<file path="src/rtl/hist_lut_ctrl.sv">
// rtl/hist_lut_ctrl.sv - histogram-equalisation LUT builder with double-buffered pixel remap
// Builds a 256-entry grey-level table from a cumulative histogram into a shadow bank,
// swaps it in on a vsync rise, and remaps the pixel stream through the active bank.
module hist_lut_ctrl #(
  parameter int IMG_PIX     = 307200,
  parameter int SCALE_SHIFT = 20
) (
  input  logic        clk,
  input  logic        rst_n,
  input  logic        pixel_level_vld,
  input  logic [7:0]  pixel_level_data,
  input  logic [20:0] pixel_cnt_num,
  input  logic        pre_img_vsync,
  input  logic        pre_img_hsync,
  input  logic [7:0]  pre_img_gray,
  output logic        post_img_vsync,
  output logic        post_img_hsync,
  output logic [7:0]  post_img_gray,
  output logic        lut_valid,
  output logic        bank_sel,
  output logic        table_drop
);

  localparam logic [63:0] SCALE = (64'd255 << SCALE_SHIFT) / 64'(IMG_PIX);

  typedef enum logic [1:0] {IDLE, FILL, PEND} state_t;

  state_t      state_q;
  logic [8:0]  wr_cnt_q;
  logic        bank_sel_q, lut_valid_q, table_drop_q, vsync_q;
  logic        wr_en_q, wr_bank_q;
  logic [7:0]  wr_addr_q, wr_data_q;
  logic [7:0]  lut0_q [256];
  logic [7:0]  lut1_q [256];
  logic        s1_vsync_q, s1_hsync_q, s1_bank_q, s1_valid_q;
  logic [7:0]  s1_gray_q;
  logic [63:0] product, scaled;
  logic [7:0]  entry_d, rd_data;
  logic        vsync_rise;

  always_comb begin
    product = 64'(pixel_cnt_num) * SCALE;
    scaled  = product >> SCALE_SHIFT;
    entry_d = (scaled > 64'd255) ? 8'hFF : scaled[7:0];
  end

  assign vsync_rise = pre_img_vsync & ~vsync_q;

  always_ff @(posedge clk) begin
    if (!rst_n) begin
      state_q      <= IDLE;
      wr_cnt_q     <= 9'd0;
      bank_sel_q   <= 1'b0;
      lut_valid_q  <= 1'b0;
      table_drop_q <= 1'b0;
      vsync_q      <= 1'b0;
      wr_en_q      <= 1'b0;
      wr_bank_q    <= 1'b0;
    end else begin
      vsync_q      <= pre_img_vsync;
      table_drop_q <= 1'b0;
      wr_en_q      <= 1'b0;
      case (state_q)
        IDLE: begin
          if (pixel_level_vld) begin
            wr_en_q   <= 1'b1;
            wr_bank_q <= ~bank_sel_q;
            wr_cnt_q  <= 9'd1;
            state_q   <= FILL;
          end
        end
        FILL: begin
          if (pixel_level_vld) begin
            wr_en_q   <= 1'b1;
            wr_bank_q <= ~bank_sel_q;
            wr_cnt_q  <= wr_cnt_q + 9'd1;
            // A 256th entry that is not level 255 means a malformed table.
            if (wr_cnt_q == 9'd255) begin
              if (pixel_level_data == 8'd255) begin
                state_q <= PEND;
              end else begin
                table_drop_q <= 1'b1;
                wr_cnt_q     <= 9'd0;
                state_q      <= IDLE;
              end
            end
          end else begin
            table_drop_q <= 1'b1;
            wr_cnt_q     <= 9'd0;
            state_q      <= IDLE;
          end
        end
        PEND: begin
          if (vsync_rise) begin
            bank_sel_q  <= ~bank_sel_q;
            lut_valid_q <= 1'b1;
            if (pixel_level_vld) begin
              // Swap wins: the retiring active bank becomes the new shadow.
              wr_en_q   <= 1'b1;
              wr_bank_q <= bank_sel_q;
              wr_cnt_q  <= 9'd1;
              state_q   <= FILL;
            end else begin
              wr_cnt_q <= 9'd0;
              state_q  <= IDLE;
            end
          end else if (pixel_level_vld) begin
            table_drop_q <= 1'b1;
            wr_en_q      <= 1'b1;
            wr_bank_q    <= ~bank_sel_q;
            wr_cnt_q     <= 9'd1;
            state_q      <= FILL;
          end
        end
        default: state_q <= IDLE;
      endcase
    end
  end

  always_ff @(posedge clk) begin
    wr_addr_q <= pixel_level_data;
    wr_data_q <= entry_d;
  end

  // Writes land one edge late so a pixel still in flight reads the old contents.
  always_ff @(posedge clk) begin
    if (wr_en_q && !wr_bank_q) lut0_q[wr_addr_q] <= wr_data_q;
    if (wr_en_q &&  wr_bank_q) lut1_q[wr_addr_q] <= wr_data_q;
  end

  assign rd_data = s1_bank_q ? lut1_q[s1_gray_q] : lut0_q[s1_gray_q];

  always_ff @(posedge clk) begin
    if (!rst_n) begin
      s1_vsync_q     <= 1'b0;
      s1_hsync_q     <= 1'b0;
      s1_gray_q      <= 8'd0;
      s1_bank_q      <= 1'b0;
      s1_valid_q     <= 1'b0;
      post_img_vsync <= 1'b0;
      post_img_hsync <= 1'b0;
      post_img_gray  <= 8'd0;
    end else begin
      s1_vsync_q     <= pre_img_vsync;
      s1_hsync_q     <= pre_img_hsync;
      s1_gray_q      <= pre_img_gray;
      s1_bank_q      <= bank_sel_q;
      s1_valid_q     <= lut_valid_q;
      post_img_vsync <= s1_vsync_q;
      post_img_hsync <= s1_hsync_q;
      post_img_gray  <= !s1_hsync_q ? 8'd0 : (s1_valid_q ? rd_data : s1_gray_q);
    end
  end

  assign lut_valid  = lut_valid_q;
  assign bank_sel   = bank_sel_q;
  assign table_drop = table_drop_q;

endmodule
</file>
<file path="config.mk">
export PLATFORM = sky130hd
export DESIGN_NAME = hist_lut_ctrl
export DESIGN_NICKNAME = d
export VERILOG_FILES = /design/src/rtl/hist_lut_ctrl.sv
export SDC_FILE = /design/constraint.sdc
export NUM_CORES = 2
export LEC_CHECK = 0
export CAP_MARGIN = 20
export CORE_ASPECT_RATIO = 1.2
export CORE_UTILIZATION = 55
export DETAILED_ROUTE_END_ITERATION = 12
export DONT_BUFFER_PORTS = 1
export MAX_ROUTING_LAYER = met4
export PLACE_DENSITY = 0.73
export RECOVER_POWER = 25
export REMOVE_ABC_BUFFERS = 1
export SKIP_LAST_GASP = 1
export SLEW_MARGIN = 10
export SYNTH_ARGS = -nofsm -noshare
export SYNTH_HDL_FRONTEND = slang
export SYNTH_SLANG_ARGS = --single-unit
export TNS_END_PERCENT = 20
</file>
<file path="constraint.sdc">
create_clock -name clk -period 8.7 [get_ports clk]
set_input_delay 2.175 -clock clk [delete_from_list [all_inputs] [get_ports clk]]
set_output_delay 2.175 -clock clk [all_outputs]
set_load 0.02 [all_outputs]
</file>
# Word level (Yosys, flattened, before mapping)
# Memories as Yosys holds them, arrays and structs flattened. A register that Yosys moved wholly into a read port is not among the register bits.
# Cells that the tools add are included.
# classes
n_lt_le_gt_ge	1
mul	1
mux	32
addsub	1
bitwise_logic	3
n_eq_ne	6
n_reduce_logical	12
# op_table
op	n
$mux W9	5
$mux W8	4
$mul A21 B9 Y30 const B	1
$pmux W9 S3	1
$mux W1	14
$gt A11 B8 Y1 const B	1
$mux W2	5
$add A9 B1 Y9 const B	1
$eq A9 B8 Y1 const B	1
$eq A8 B8 Y1 const B	1
$reduce_and A2 Y1	4
$ne A3 B3 Y1 const B	2
$pmux W2 S3	1
$pmux W1 S2	2
$reduce_bool A3 Y1	1
$reduce_or A3 Y1	1
$eq A2 B1 Y1 const B	1
$eq A2 B2 Y1 const B	1
$logic_and A1 B1 Y1	2
$logic_not A2 Y1	1
$not A1 Y1	2
$reduce_bool A2 Y1	1
$reduce_or A2 Y1	1
$and A1 B1 Y1	1
$logic_not A1 Y1	1
# word_totals
inputBits	42
ram_bits	4096
regBits	54
memories	2
# mem_list
name	words	word_bits	read_ports	rd_ports_with_merged_regs	write_ports	line	text
lut0_q	256	8	1	1	1	33	logic [7:0] lut0_q [256];
lut1_q	256	8	1	1	1	34	logic [7:0] lut1_q [256];

# Longest topological paths before layout
# logic_depth
word_depth	5
mapped_depth	17
depth_no_buf	17

# Worst setup path before layout
# OpenSTA, ideal clock, no wires.
# synth_timing
path_kind	register -> register
start	register wr_data_q[0]
end	memory lut0_q[0][0] (data pin)
required_time_ps	7194
arrival_time_ps	6499
setup_slack_ps	696
period_less_slack_ps	8004
path_stages_with_launch	1
cell_sequence	dfxtp_1
# synth_rtl
item	line	text
start, declared	32	logic [7:0] wr_addr_q, wr_data_q;
start signal, assigned	122	wr_data_q <= entry_d;
end, declared	33	
# No word-level cell before the write port.

# Final worst setup path
# layout_timing
start	register wr_data_q[6]
end	memory lut0_q[252][6] (data pin)
# No word-level cell before the write port.

==> qor.csv <==
stage,metric,value,unit
clock_network,numCtsBuffers,381,
critical_path,cp_top_family,buffers and inverters,
power,p_sw_share,22.1,%
global_route,grt_pass1_vias,82200,
min_path,hp-class,register to register,
critical_path,crit_type,register to register,
job,drv_cap,24,
detailed_routing,drc_errors,0,
finish,num-nets-final,8116,
sta,rsz0062_at_grt,false,
sta,period_share,79.9,%
power,p_int,33.2,mW
power,netSwitchingPower,9.43,mW
finish,final_util,60.8,%
floorplan,coreArea,296000,um2
yosys,ys_top_cells_by_area,"edfxtp_1 (75%), mux4_2 (13%), mux2i_1 (1.7%)",
clock_network,clockBufferDepth,4,
finish,area_growth,10.0,%
detailed_routing,post_drt_wl_per_cell,33.8,um
yosys,synthCells,7842,
clock_network,clk_latency,0.94,ns
yosys,synth-async-reset-ratio,0,%
finish,final_design_area_no_fill,180000,um2
clock_network,cts_hold_buffers,0,
critical_path,critPathArrivalTime,7.50,ns
global_route,grt_pass1_wl,593,mm
placed_design,place_congestion,0.903,
floorplan,die-width,500,um
yosys,yosys_most_used_dff,edfxtp_1,
yosys,syn_area,164000,um2
floorplan,start_util,55.3,%
sta,final_max_slew_viol_count,1832,
floorplan,num_rows,219,
yosys,yosys_register_bits,4150,
sta,fmax,144,MHz
power,total_power,42.6,mW
sta,setup_viol,0,
critical_path,critical_path_buf_inv_count,2,
clock_network,cts.sinks,4150,
power,p_comb_share,6.9,%
sta,worst_slew_pin_slew,4.90,ns
power,ir_worst_vdd,0.180,mV
sta,finalClockSkew,0.0591,ns
run_status,status,finished with violations,
sta,finalHoldViolCount,0,
critical_path,worstPathCellList,clkbuf_1 -> buf_4,
critical_path,critical-path-max-stage-delay,3.13,ns
detailed_routing,first_pass_iters,8,
global_route,grt_use_total,28.5,%
placed_design,port_buffers,0,
clock_network,cts_root_buf,clkbuf_16,
detailed_routing,routed_wl,414,mm
run_status,violations,"capacitance limit, slew limit",
clock_network,ctsResizeCount,0,
power,p_leak,61.8,nW
power,power_density,236,nW/um2
yosys,postSynthAreaPerCell,20.9,um2
critical_path,critPathRequiredTime,9.24,ns
finish,stdcell_count,12200,
clock_network,cts_setup_buffers,0,
placed_design,dpl_cell_area,168000,um2
critical_path,critPathMaxFanout,99,
placed_design,hpwl,249,mm
yosys,yosysMostFrequentCell,edfxtp_1,
detailed_routing,drt_iter0_drc,11700,
floorplan,die_h,600,um
yosys,synth_top_area_share,75.1,%
clock_network,h-tree-depth,5,
power,p_clk_share,39.8,%
finish,drive_gt1_share,21.1,%
sta,slew_headroom,-227,%
detailed_routing,postRouteAntennaNets,0,
critical_path,start_kind,register,
clock_network,cts_tree,done,
yosys,synth.distinct_cells,69,
placed_design,dp.cells,11500,
global_route,overflow,0,
global_route,antenna_found_initial,14,
critical_path,slowest_stage,clkbuf_1,
yosys,post-synth-top-area-cell,edfxtp_1,
yosys,synth_warnings,0,
power,seqPwrFrac,53.3,%
floorplan,ioPinCount,55,
clock_network,clk_pin_slew,0.06,ns
critical_path,worst_setup_path_end_kind,register,
sta,min_period,6.95,ns
floorplan,dieArea,300000,um2
yosys,ys_seq_area_share,75.7,%
detailed_routing,vias,81700,
finish,n_fill_cell,20000,
yosys,synth_edf_count,4096,
yosys,netlist_top_cells_count,"edfxtp_1 (4,096), mux4_2 (974), nor2_1 (558), mux2i_1 (283), clkbuf_1 (211)",
detailed_routing,avgViaCountPerCell,6.67,
global_route,grt_max_degree,221,
-- state kept, by name, summed over array words and instances (netlist names), 2 cells and up --
| register | flops |
|---|---|
| lut0_q | 2048 |
| state_q | 2 |
| lut1_q | 2048 |
| wr_addr_q | 8 |
| post_img_gray | 8 |
| s1_gray_q | 8 |
| wr_cnt_q | 9 |
| wr_data_q | 8 |
-- worst reg2reg max path: stages, from the launching register on --
cell and delay (ns):
dfxtp_1 2.08, clkbuf_1 3.20, buf_4 1.20
-- layout make-up --
type | count | area [um2] | share of cell area (%)
clock buffer | 459 | 9980 | 5.54
inverter | 95 | 369 | 0.205
timing repair buffer | 183 | 1650 | 0.915
clock inverter | 229 | 2510 | 1.39
multi-input combinational | 3125 | 36700 | 20.3
tap | 3978 | 4980 | 2.76
antenna | 16 | 40.0 | 0.0222
sequential | 4150 | 124000 | 68.8
-- power groups by stage --
stage / combinational, mW / sequential, mW / clock [mW]
3_5_place_dp: 2.91 / 23.1 / 0
5_1_grt: 3.13 / 22.7 / 17.7
4_1_cts: 2.92 / 22.6 / 17.0
6_report: 2.93 / 22.7 / 17.0
2_1_floorplan: 2.61 / 23.9 / 0
3_3_place_gp: 2.83 / 23.1 / 0
-- cell usage in the layout, fill, tap and decap left out, types with 15 or more instances in the layout --
| cell type | Yosys | layout |
|---|---|---|
| mux2i_1 | 283 | 283 |
| a211oi_1 | 24 | 24 |
| a21oi_1 | 123 | 123 |
| o21ai_0 | 76 | 76 |
| o221ai_1 | 87 | 87 |
| clkinv_1 | 0 | 69 |
| diode_2 | 0 | 16 |
| dfxtp_1 | 54 | 46 |
| buf_4 | 49 | 136 |
| nand3_1 | 67 | 62 |
| o211ai_1 | 19 | 19 |
| edfxtp_1 | 4096 | 4096 |
| a22o_1 | 51 | 51 |
| nor3_1 | 46 | 46 |
| and2_1 | 24 | 15 |
| ha_1 | 77 | 77 |
| clkbuf_1 | 211 | 85 |
| o22ai_1 | 97 | 97 |
| a221oi_1 | 56 | 56 |
| a22oi_1 | 82 | 82 |
| buf_12 | 7 | 26 |
| clkbuf_16 | 0 | 386 |
| clkinv_2 | 0 | 73 |
| nor2_1 | 558 | 554 |
| mux4_2 | 974 | 974 |
| nand2_1 | 165 | 162 |
| nand2b_1 | 22 | 20 |
| bufinv_16 | 0 | 50 |
| fa_1 | 61 | 61 |
| nor2b_1 | 42 | 39 |
| inv_1 | 93 | 92 |
-- per-stage QoR --
stage	setup WS (ns)	hold slack, ns	setup TNS [ns]
6_report	1.75	0.506	0
3_5_place_dp	1.99	0.498	0
3_3_place_gp	2.00	0.474	0
4_1_cts	2.98	0.509	0
5_1_grt	1.52	0.541	0
2_1_floorplan	-37.95	0.434	-300.43
-- logic make-up (layout without fill, tap and decap cells) --
family | count (synthesis) | after routing | synth area share [%]
mux | 1263 | 1263 | 15.2
xor+xnor | 19 | 19 | 0.110
buf+inv | 567 | 966 | 1.96
flops | 4150 | 4150 | 75.7
fa+ha+maj | 138 | 138 | 1.33
other cells | 0 | 16 | 0
compound gates | 720 | 720 | 3.11
simple gates | 985 | 985 | 2.59
-- final timing paths --
kind | start | to | slack (ns) | cells after the start
max | wr_data_q[6] | lut0_q[252][6] | 1.75 | 2
max reg2reg | wr_data_q[6] | lut0_q[252][6] | 1.75 | 2
min | wr_cnt_q[8] | wr_cnt_q[8] | 0.51 | 2
min reg2reg | wr_cnt_q[8] | wr_cnt_q[8] | 0.51 | 2
-- routing by layer --
layer / global-route usage [%] / part of all wire (%) / up-vias
met1: 36.1 / 35 / 43000
li1: - / - / 32700
met3: 4.64 / 9.9 / 944
met5: - / 0 / -
met4: 13.2 / 5.3 / 0
met2: 45.6 / 50 / 5010
No activity file was read; power rests on OpenSTA's default activity.
